$ cat src/rtl/mux16_rr_sched_if.sv
// Bundle between the requesters and the 16:1 mux scheduler: request side
// drives en/req/done, the scheduler returns the registered select and grant.
interface mux16_rr_sched_if;
  logic        en;
  logic [15:0] req;
  logic        done;
  logic [3:0]  sel;
  logic        sel_valid;
  logic [15:0] grant;
  logic        preempt;

  modport master (
    output en, req, done,
    input  sel, sel_valid, grant, preempt
  );

  modport slave (
    input  en, req, done,
    output sel, sel_valid, grant, preempt
  );
endinterface

$ cat src/rtl/mux16_rr_sched.sv
// Round-robin owner of a shared 16:1 select mux; grant registered one edge after request.
// No backpressure: grants end on done, request drop, disable or HOLD_MAX, then one dead cycle.
module mux16_rr_sched #(
  parameter int HOLD_MAX = 8
) (
  input  logic            clk,
  input  logic            rst_n,
  mux16_rr_sched_if.slave bus
);

  typedef enum logic [1:0] {IDLE, GRANT, RELEASE} state_t;

  state_t      state_q, state_d;
  logic [3:0]  sel_q, sel_d;
  logic [3:0]  last_q, last_d;
  logic        sel_valid_q, sel_valid_d;
  logic [15:0] grant_q, grant_d;
  logic        preempt_q, preempt_d;
  logic [7:0]  hold_cnt_q, hold_cnt_d;

  logic [3:0]  winner;
  logic [3:0]  idx;
  logic        any_req;
  logic        owner_req;
  logic        expired;
  logic        release_now;

  // Scan downward so the lowest offset after last_q wins; offset 16 wraps to last_q itself.
  always_comb begin
    winner = last_q;
    idx    = '0;
    for (int i = 16; i >= 1; i--) begin
      idx = last_q + 4'(i);
      if (bus.req[idx]) begin
        winner = idx;
      end
    end
  end

  assign any_req     = |bus.req;
  assign owner_req   = bus.req[sel_q];
  assign expired     = (hold_cnt_q == 8'(HOLD_MAX));
  assign release_now = bus.done | ~owner_req | ~bus.en | expired;

  always_comb begin
    state_d     = state_q;
    sel_d       = sel_q;
    last_d      = last_q;
    sel_valid_d = sel_valid_q;
    grant_d     = grant_q;
    hold_cnt_d  = hold_cnt_q;
    preempt_d   = 1'b0;
    case (state_q)
      IDLE, RELEASE: begin
        state_d     = IDLE;
        sel_valid_d = 1'b0;
        grant_d     = '0;
        if (bus.en && any_req) begin
          state_d     = GRANT;
          sel_d       = winner;
          grant_d     = 16'(1) << winner;
          sel_valid_d = 1'b1;
          last_d      = winner;
          hold_cnt_d  = 8'd1;
        end
      end
      GRANT: begin
        if (release_now) begin
          // sel is left untouched so the mux select does not move during the dead cycle.
          state_d     = RELEASE;
          sel_valid_d = 1'b0;
          grant_d     = '0;
          hold_cnt_d  = '0;
          preempt_d   = expired & ~bus.done & owner_req & bus.en;
        end else begin
          hold_cnt_d  = hold_cnt_q + 8'd1;
        end
      end
      default: begin
        state_d     = IDLE;
        sel_valid_d = 1'b0;
        grant_d     = '0;
      end
    endcase
  end

  always_ff @(posedge clk or negedge rst_n) begin
    if (!rst_n) begin
      state_q     <= IDLE;
      sel_q       <= 4'd0;
      last_q      <= 4'd15;
      sel_valid_q <= 1'b0;
      grant_q     <= '0;
      preempt_q   <= 1'b0;
      hold_cnt_q  <= '0;
    end else begin
      state_q     <= state_d;
      sel_q       <= sel_d;
      last_q      <= last_d;
      sel_valid_q <= sel_valid_d;
      grant_q     <= grant_d;
      preempt_q   <= preempt_d;
      hold_cnt_q  <= hold_cnt_d;
    end
  end

  assign bus.sel       = sel_q;
  assign bus.sel_valid = sel_valid_q;
  assign bus.grant     = grant_q;
  assign bus.preempt   = preempt_q;

endmodule

$ cat src/flat_wrapper.sv
// flat-port wrapper written by rule: the top's interface ports become plain ports
module mux16_rr_sched_flat 
#(
  parameter int HOLD_MAX = 8
)
  (clk, rst_n, bus_en, bus_req, bus_done, bus_sel, bus_sel_valid, bus_grant, bus_preempt);
  mux16_rr_sched_if bus_i ();
  input  logic clk;
  input  logic rst_n;
  input wire logic [$bits(bus_i.en)-1:0] bus_en;
  input wire logic [$bits(bus_i.req)-1:0] bus_req;
  input wire logic [$bits(bus_i.done)-1:0] bus_done;
  output wire logic [$bits(bus_i.sel)-1:0] bus_sel;
  output wire logic [$bits(bus_i.sel_valid)-1:0] bus_sel_valid;
  output wire logic [$bits(bus_i.grant)-1:0] bus_grant;
  output wire logic [$bits(bus_i.preempt)-1:0] bus_preempt;
  assign bus_i.en = bus_en;
  assign bus_i.req = bus_req;
  assign bus_i.done = bus_done;
  assign bus_sel = bus_i.sel;
  assign bus_sel_valid = bus_i.sel_valid;
  assign bus_grant = bus_i.grant;
  assign bus_preempt = bus_i.preempt;
  mux16_rr_sched #(.HOLD_MAX(HOLD_MAX)) u_core (.clk(clk), .rst_n(rst_n), .bus(bus_i));
endmodule
$ cat config.mk
export PLATFORM = sky130hd
export DESIGN_NAME = mux16_rr_sched_flat
export DESIGN_NICKNAME = d
export VERILOG_FILES = /design/src/rtl/mux16_rr_sched_if.sv /design/src/rtl/mux16_rr_sched.sv /design/src/flat_wrapper.sv
export SDC_FILE = /design/constraint.sdc
export NUM_CORES = 1
export LEC_CHECK = 0
export CAP_MARGIN = 10
export CORE_ASPECT_RATIO = 0.7
export CORE_UTILIZATION = 45
export CTS_BUF_LIST = sky130_fd_sc_hd__clkbuf_16
export CTS_CLUSTER_DIAMETER = 100
export DETAILED_ROUTE_END_ITERATION = 12
export PLACE_DENSITY = 0.66
export SYNTH_ARGS = -nofsm -noshare
export SYNTH_HDL_FRONTEND = slang
export SYNTH_SLANG_ARGS = --single-unit
$ cat constraint.sdc
create_clock -name clk -period 7.7 [get_ports clk]
set_clock_uncertainty 0.2 [all_clocks]
set_input_delay 1.155 -clock clk [delete_from_list [all_inputs] [get_ports clk]]
set_output_delay 1.155 -clock clk [all_outputs]
set_load 0.01 [all_outputs]
Yosys cells after proc, flatten, opt, wreduce, memory -nomap -nowiden

Cells that the tools add are included.

Register bits: 36
Input bits: 20
Output and inout port bits: 22
Word-level logic and storage cells: 122

Add/sub/neg operators: 16
$lt $le $gt $ge: 16
Eq/ne operators: 5
Shifts and indexed selects: 1
Muxes and demuxes: 61
Bitwise gates (word level): 9
Reductions and logical operators: 7

Operator list:

| kind                                                | count |
|---|---|
| < comparator 4 x 5 -> 1 bit, second input constant  | 16 |
| binary-select mux 1 bit (select 4 bit)              | 16 |
| 2-to-1 mux 4 bit                                    | 15 |
| adder 4 bit, second input constant                  | 8 |
| 2-to-1 mux 16 bit                                   | 2 |
| one-hot mux 16 bit (2 select lines)                 | 1 |
| 2-to-1 mux 1 bit                                    | 21 |
| adder 4 x 3 -> 4 bit, second input constant         | 4 |
| 2-to-1 mux 8 bit                                    | 2 |
| one-hot mux 8 bit (2 select lines)                  | 1 |
| OR reduction 16 bit                                 | 1 |
| left shift 1 x 4 -> 16 bit, first input constant    | 1 |
| adder 4 x 2 -> 4 bit, second input constant         | 2 |
| adder 8 x 1 -> 8 bit, second input constant         | 1 |
| equality test 8 x 4 -> 1 bit, second input constant | 1 |
| adder 4 x 1 -> 4 bit, second input constant         | 1 |
| != test 2 x 1 -> 1 bit, second input constant       | 2 |
| one-hot mux 2 bit (2 select lines)                  | 1 |
| AND reduction 2 bit                                 | 2 |
| AND 1 bit                                           | 3 |
| inverter 1 bit                                      | 3 |
| bitwise OR 1 bit                                    | 3 |
| equality test 2 x 1 -> 1 bit, second input constant | 1 |
| equality test 2 bit, second input constant          | 1 |
| other kinds (6)                                     | 6 |

Longest topological paths before layout

Gate-level depths: netlist of the first run.

Depth after elaboration: 21
Gate-level depth with buffers: 15
Depth with buffers taken out: 11

Least setup slack after synthesis of the first run

OpenSTA, ideal clock, no wires.

Path type: register to register
Start: register u_core.last_q[1]
End: register u_core.grant_q[12] (netlist: u_core.bus.grant[12])
Setup time: 121 ps
Arrival time: 4,281 ps
Data required time: 7,379 ps
Slack: 3,098 ps
Stages on the path, launching flop included: 16
Path buffers: 4
Clock period less this slack: 4,602 ps
Cell sequence: dfstp_2 > buf_2 > buf_4 > buf_1 > inv_1 > ha_1 > buf_4 > mux2i_1 > mux2i_1 > a32o_1 > or4b_2 > a31oi_1 > a2111oi_2 > o41a_4 > and2_4 > a22o_1

Word-level cells in the longest chain between the ends: 21
Elaborated cells between the ends (all ways): 63

RTL lines:

| what                                   | line                  | source |
|---|---|---|
| start, declared                        | mux16_rr_sched.sv:15  | `logic [3:0] last_q, last_d;` |
| start signal, assigned                 | mux16_rr_sched.sv:99  | `last_q <= last_d;` |
| adder 4 bit                            | mux16_rr_sched.sv:33  | `idx = last_q + 4'(i);` |
| binary-select mux 1 bit (select 4 bit) | mux16_rr_sched.sv:34  | `if (bus.req[idx]) begin` |
| 2-to-1 mux 1 bit (implied by the code) | mux16_rr_sched.sv:34  |  |
| 2-to-1 mux 4 bit (14 in a row)         | mux16_rr_sched.sv:34  |  |
| 2-to-1 mux 4 bit *                     | mux16_rr_sched.sv:34  |  |
| left shift 1 x 4 -> 16 bit *           | mux16_rr_sched.sv:61  | `grant_d = 16'(1) << winner;` |
| 2-to-1 mux 16 bit *                    | mux16_rr_sched.sv:58  | `if (bus.en && any_req) begin` |
| one-hot mux 16 bit (2 select lines) *  | mux16_rr_sched.sv:53  | `case (state_q)` |
| end signal, assigned                   | mux16_rr_sched.sv:101 | `grant_q <= grant_d;` |
| end, declared                          | mux16_rr_sched.sv:17  | `logic [15:0] grant_q, grant_d;` |

Every way passes the cells marked *; elsewhere a longest branch is shown, timed or not. The select of a mux whose other input is x is not followed.
A chain may end at the register's enable or synchronous reset.

Worst setup path after layout of the first run

Start: register u_core.last_q[1]
End: register u_core.grant_q[15] (netlist: u_core.bus.grant[15])

Same word-level chain as after synthesis.

==> results of run 1 <==
-- flip-flops by register name, indices dropped and copies added, names as in the netlist --
register            flops
u_core.state_q          2
u_core.bus.sel          4
u_core.last_q           4
u_core.bus.grant       16
u_core.hold_cnt_q       8
u_core.bus.preempt      1
-- metal layers --
metal	vias to the layer above	wire length [um]
met2	199	5040
met3	14	1180
met5	-	0
met4	0	119
met1	1810	5420
li1	1621	-
-- cells in the mapped netlist, drive strengths merged (3+ instances only) --
cell / n
a2111oi: 3
a21oi: 16
and3b: 3
xnor2: 9
nor4: 7
and3: 3
ha: 9
a211oi: 6
dfstp: 4
a21boi: 4
nand4: 4
buf: 13
nor3: 7
clkbuf: 9
nor2b: 5
a32o: 5
xor2: 10
mux4: 33
nand3: 4
a31oi: 4
nand2: 35
o31ai: 3
or2: 3
and2: 5
a22o: 17
mux2i: 41
o21ai: 17
nor2: 32
dfrtp: 31
inv: 10
mux2: 8
-- final timing paths --
| kind | start | to | depth (start not counted) |
|---|---|---|---|
| max | u_core.last_q[1]$_DFFE_PN1P_ | u_core.bus.grant[15]$_DFFE_PN0P_ | 11 |
| min | u_core.bus.grant[9]$_DFFE_PN0P_ | u_core.bus.grant[9]$_DFFE_PN0P_ | 1 |
| max reg2reg | u_core.last_q[1]$_DFFE_PN1P_ | u_core.bus.grant[15]$_DFFE_PN0P_ | 11 |
| min reg2reg | u_core.bus.grant[9]$_DFFE_PN0P_ | u_core.bus.grant[9]$_DFFE_PN0P_ | 1 |
| max in group asynchronous | rst_n | u_core.last_q[0]$_DFFE_PN1P_ | 2 |
| min in group asynchronous | rst_n | u_core.bus.grant[15]$_DFFE_PN0P_ | 2 |
-- per-stage QoR --
stage | std cells | hold WS (ps) | cell area, um^2 | utilization | setup slack [ps]
after floorplan | 397 | 289 | 3940 | - | 3100
after global placement | 538 | 300 | 4400 | 0.519 | 2710
after detailed placement | 538 | 292 | 4400 | 0.519 | 2550
after CTS | 546 | 308 | 4560 | 0.538 | 2540
after global routing | 546 | 329 | 4560 | 0.538 | 2170
final | 546 | 303 | 4560 | 0.538 | 2410
-- worst register-to-register path, delay by kind of cell, from the launching register on --
kind                     cells  cell delay [ps]
AO/OA/AOI/OAI                2              920
adder cells (fa/ha/maj)      1              360
buffers and inverters        2              720
flip-flops                   1              970
multiplexers                 3             1400
AND/OR/NAND/NOR              3              600
-- final cells by class --
class / instances / area share
sequential: 35 / 0.193
inverter: 12 / 0.00987
clock inverter: 3 / 0.00850
tap: 120 / 0.0329
timing repair buffer: 43 / 0.0932
clock buffer: 5 / 0.0274
multi-input combinational: 328 / 0.635
-- cell families after synthesis --
logic type	synth area share
simple gates	0.146
xor+xnor	0.0460
flops	0.223
fa+ha+maj	0.0286
mux	0.317
compound gates	0.199
buf+inv	0.0410
-- cell usage in the layout, fill, tap and decap left out, types with 8 or more instances in the layout --
cell / n
clkdlybuf4s50_1: 41
ha_1: 9
a21oi_1: 16
xor2_1: 8
mux2_2: 8
dfrtp_1: 31
mux4_2: 33
o21ai_0: 16
xnor2_1: 9
nand2_1: 35
nor2_1: 30
inv_1: 9
a22o_1: 17
mux2i_1: 40
==> reports/metrics.yaml, run 1 <==
drt_pre_antenna_iters: 5
synth-async-reset-ratio: 1.00
critical_path.slowest_cell: "dfstp_2"
die_height_um: 80.3
number_of_cells_produced_by_synthesis: 397
synth_fp_nets: 426
post_synth.cell_area_avg_um2: 9.93
ant_nets: 0
cp_slowest_stage_delay_ps: 970
multi_input_comb_area_mm2: 0.00290
synth_top_cell_area_share: 0.197
cts_buffers: 5
synth.cell_area_mm2: 0.00394
ios: 42
required_ps: 7660
global_route.peak_usage_layer: "met1"
setup.reg_to_reg.worst_slack_ps: 2410
clock_path_buffers: 2
cp.buffers_inverters: 2
yosys_register_bits: 35
port-buffer-count: 41
critical_path.startpoint_type: "flip-flop"
wire_length_of_the_first_global_routing_pass_mm: 18.6
routed_wl_mm: 11.8
finalMaxSlewViolations: 0
grt_setup_unrepaired: "no"
synthDominantAreaCellType: "dfrtp_1"
layout-drive-gt1-share: 0.162
route.vias.total: 3644
layout.area.seq_um2: 881
grt_pass1_vias: 3359
finalSetupViolCount: 0
grt_remaining_overflow: 0
drcViolationCount: 0
synth_top_flop_cell: "dfrtp_1"
critical-path-top-delay-family: "multiplexers"
endpoint_kind: "flip-flop"
clock.fmax_ghz: 0.189
yosys_warnings: 0
grtUsageMet2: 0.382
largest_net_degree_at_the_start_of_global_routing: 36
routed_via_density: 6.67
floorplan_die_width_um: 114
slew_headroom: 0.474
synth_top_cells_by_area: "dfrtp_1, mux4_2, mux2i_1"
final.setup.tns_ps: 0
clock_sink_count: 35
cts_setup_buffers: 0
gr-usage-met1: 0.405
insertedDiodeCount: 0
crit_path_max_fanout: 30
cp_cell_sequence: "inv_1 > ha_1 > buf_4 > mux2i_1 > mux4_2 > mux2i_1 > nor4_1 > and4_1 > a221oi_1 > nor2_2 > a22o_1"
area_delta_synth_final_pct: 15.8
ctsResizeCount: 0
cts-root-buf: "clkbuf_16"
post-dp-hpwl_mm: 8.62
antenna_violations_before_repair: 0
critPathMostFrequentCell: "mux2i_1"
clock_tree_from_tritoncts: "done"
worst-slew-pin-transition_ps: 768
core_area_mm2: 0.00848
post-route-period-util: 0.687
rows: 28
synth_sequential_area_ratio: 0.223
die-area_mm2: 0.00914
hold_violations: 0
timing.max_cap.violations: 0
fillerInstances: 791
post_synth_num_cell_types: 70
worst_ep_arrival_time_ps: 5250
cts-htree-levels: 2
gp_routability_congestion: 1.00
timing.final.crit_period_ps: 5290
status: "completed"
number_of_enable_flip_flop_cells_after_synthesis: 0
floorplan.initialDensity: 0.465
cts_hold_buf: 0
route.detailed.wl_per_inst_um: 21.5
grt_use_total: 0.265
clk_transition_reported_paths_ps: 60
critical_path_type: "flip-flop to flip-flop"
worst_skew_pair.late_latency_ps: 280
hp-class: "flip-flop to flip-flop"
design.final.nets: 454
detailedRoute.firstIterationViolations: 259
grt.met3_usage: 0.0687
Power of run 1 is not shown: default switching activity piles up to over one toggle a cycle in this logic, so the estimate is an artifact.
==> run 2: changes to the inputs <==
Clock period 7.7 ns to 5.45 ns, I/O delays scaled along.
==> reports/metrics.yaml, run 2 (synthesized netlist as in run 1, its figures left out) <==
crit_path_max_fanout: 16  # -47%
port-buffer-count: 41  # unchanged
worst_skew_pair.late_latency_ps: 280  # about the same
clock_path_buffers: 2  # unchanged
design.final.nets: 459  # +1.1%
mostFrequentLayoutCells: "clkdlybuf4s50_1, mux2i_1, nand2_1"
ant_nets: 0  # unchanged
clock_sink_count: 35  # unchanged
layout-drive-gt1-share: 0.172  # +0.00972
cts_hold_buf: 0  # unchanged
cts_setup_buffers: 0  # unchanged
largest_register_ff_count: 16  # unchanged
critical_path.startpoint_type: "flip-flop"
fillerInstances: 800  # +1.1%
critical_path_type: "flip-flop to flip-flop"
grt_setup_unrepaired: "no"
route.vias.total: 3581  # -1.7%
cts_buffers: 5  # unchanged
route.detailed.wl_per_inst_um: 20.9  # -2.7%
clock.fmax_ghz: 0.207  # +9.5%
met2WireLength_mm: 4.95  # -1.6%
status: "completed"
hold_path_startpoint: "u_core.bus.grant[11]$_DFFE_PN0P_"
routed.top_layer: "met4"
required_ps: 5410  # -2250 ps
wl_met3_um: 978  # -17%
timing.reg2reg.worst_path_depth: 12  # +1
drt-met1-wl_mm: 5.53  # +2.1%
endpoint_kind: "flip-flop"
hp-class: "flip-flop to flip-flop"
grt_pass1_vias: 3342  # -0.51%
wire_length_of_the_first_global_routing_pass_mm: 18.3  # -1.6%
grt_use_total: 0.261  # -0.00457
floorplan_die_width_um: 114  # unchanged
start_of_the_worst_register_to_register_path: "u_core.last_q[1]$_DFFE_PN1P_"
slew_headroom: 0.477  # +0.00366
ctsResizeCount: 0  # unchanged
floorplan.initialDensity: 0.465  # unchanged
die_height_um: 80.3  # unchanged
finalSetupViolCount: 0  # unchanged
worstHoldEndpoint: "u_core.bus.grant[11]$_DFFE_PN0P_"
core_area_mm2: 0.00848  # unchanged
final_cell_area_mm2: 0.00458  # +0.33%
setup.reg_to_reg.worst_slack_ps: 620  # -1790 ps
largest_net_degree_at_the_start_of_global_routing: 36  # unchanged
timing.max_cap.violations: 0  # unchanged
drcViolationCount: 0  # unchanged
finalMaxSlewViolations: 0  # unchanged
final.setup.tns_ps: 0  # unchanged
rows: 28  # unchanged
insertedDiodeCount: 0  # unchanged
ios: 42  # unchanged
timing.final.crit_period_ps: 4830  # -459 ps
mostFrequentLayoutCell: "clkdlybuf4s50_1"
routed_via_density: 6.50  # -2.6%
grt_remaining_overflow: 0  # unchanged
area_delta_synth_final_pct: 16.2
final_core_util: 0.540  # +0.00177
dpl_cell_area_mm2: 0.00444  # +0.85%
clock_tree_from_tritoncts: "done"
detailedRoute.firstIterationViolations: 314  # +21%
cts-root-buf: "clkbuf_16"
die-area_mm2: 0.00914  # unchanged
worst_hold_path.num_cells: 1  # unchanged
gp_routability_congestion: 0.961  # -4.3%
antenna_violations_before_repair: 0  # unchanged
clk_transition_reported_paths_ps: 50  # about the same
cts-htree-levels: 2  # unchanged
regToRegEndpoint: "u_core.bus.grant[13]$_DFFE_PN0P_"
worst_ep_arrival_time_ps: 4780  # -470 ps
post-dp-hpwl_mm: 8.58  # -0.49%
routed_wl_mm: 11.5  # -1.8%
worst-slew-pin-transition_ps: 762  # -5.33 ps
drt_pre_antenna_iters: 5  # unchanged
hold_violations: 0  # unchanged
post-route-period-util: 0.886  # +0.199
-- run 2: cell types whose count changed in the layout (fill, tap and decap cells not counted) --
cell / previous run / this run
buf_4: 2 / 7
bufinv_16: 1 / 0
clkinvlp_4: 0 / 1
clkinv_1: 3 / 2
inv_1: 9 / 10
-- run 2: metal layers --
layer  GRT usage  up-vias
met3      0.0536       11
met4      0.0403        0
li1            -     1622
met2       0.375      178
met5           0        -
met1       0.405     1770
-- run 2: per-stage QoR --
step | worst slack [ps] | hold slack (ps) | std cells
floorplan | 848 | 289 | 397
global placement | 782 | 294 | 543
detailed placement | 732 | 291 | 543
CTS | 693 | 307 | 551
global route | 435 | 326 | 551
finish | 622 | 310 | 551
-- run 2: worst max path at each step --
stage | end | slack (ps) | from | depth (start not counted)
after floorplan | u_core.bus.grant[12]$_DFFE_PN0P_ | 850 | u_core.last_q[1]$_DFFE_PN1P_ | 15
after global placement | u_core.bus.grant[12]$_DFFE_PN0P_ | 780 | u_core.last_q[1]$_DFFE_PN1P_ | 12
after detailed placement | u_core.bus.grant[12]$_DFFE_PN0P_ | 730 | u_core.last_q[1]$_DFFE_PN1P_ | 12
after CTS | u_core.bus.grant[13]$_DFFE_PN0P_ | 690 | u_core.last_q[1]$_DFFE_PN1P_ | 12
after global routing | u_core.bus.grant[15]$_DFFE_PN0P_ | 430 | u_core.last_q[1]$_DFFE_PN1P_ | 11
final | u_core.bus.grant[13]$_DFFE_PN0P_ | 620 | u_core.last_q[1]$_DFFE_PN1P_ | 12
-- run 2: layout make-up --
class | count | area (um^2) | area share
repair buffers | 48 | 463 | 0.101
inverters | 12 | 45.0 | 0.00984
multi-input cells | 328 | 2900 | 0.633
flip-flops and latches | 35 | 881 | 0.192
well taps | 120 | 150 | 0.0328
clock inverters | 3 | 16.3 | 0.00355
clock buffers | 5 | 125 | 0.0273
-- run 2: worst max-delay path, cell delays in order, from the launching register on --
cell and delay, ps:
dfstp_2 520, inv_1 140, ha_1 770, buf_4 360, mux2i_1 280, mux2i_1 100, a32o_1 380, or4b_2 670
a31oi_1 340, a2111oi_2 100, o41a_4 440, and2_4 180, a22o_1 200
Power of run 2 is left out for the same reason.
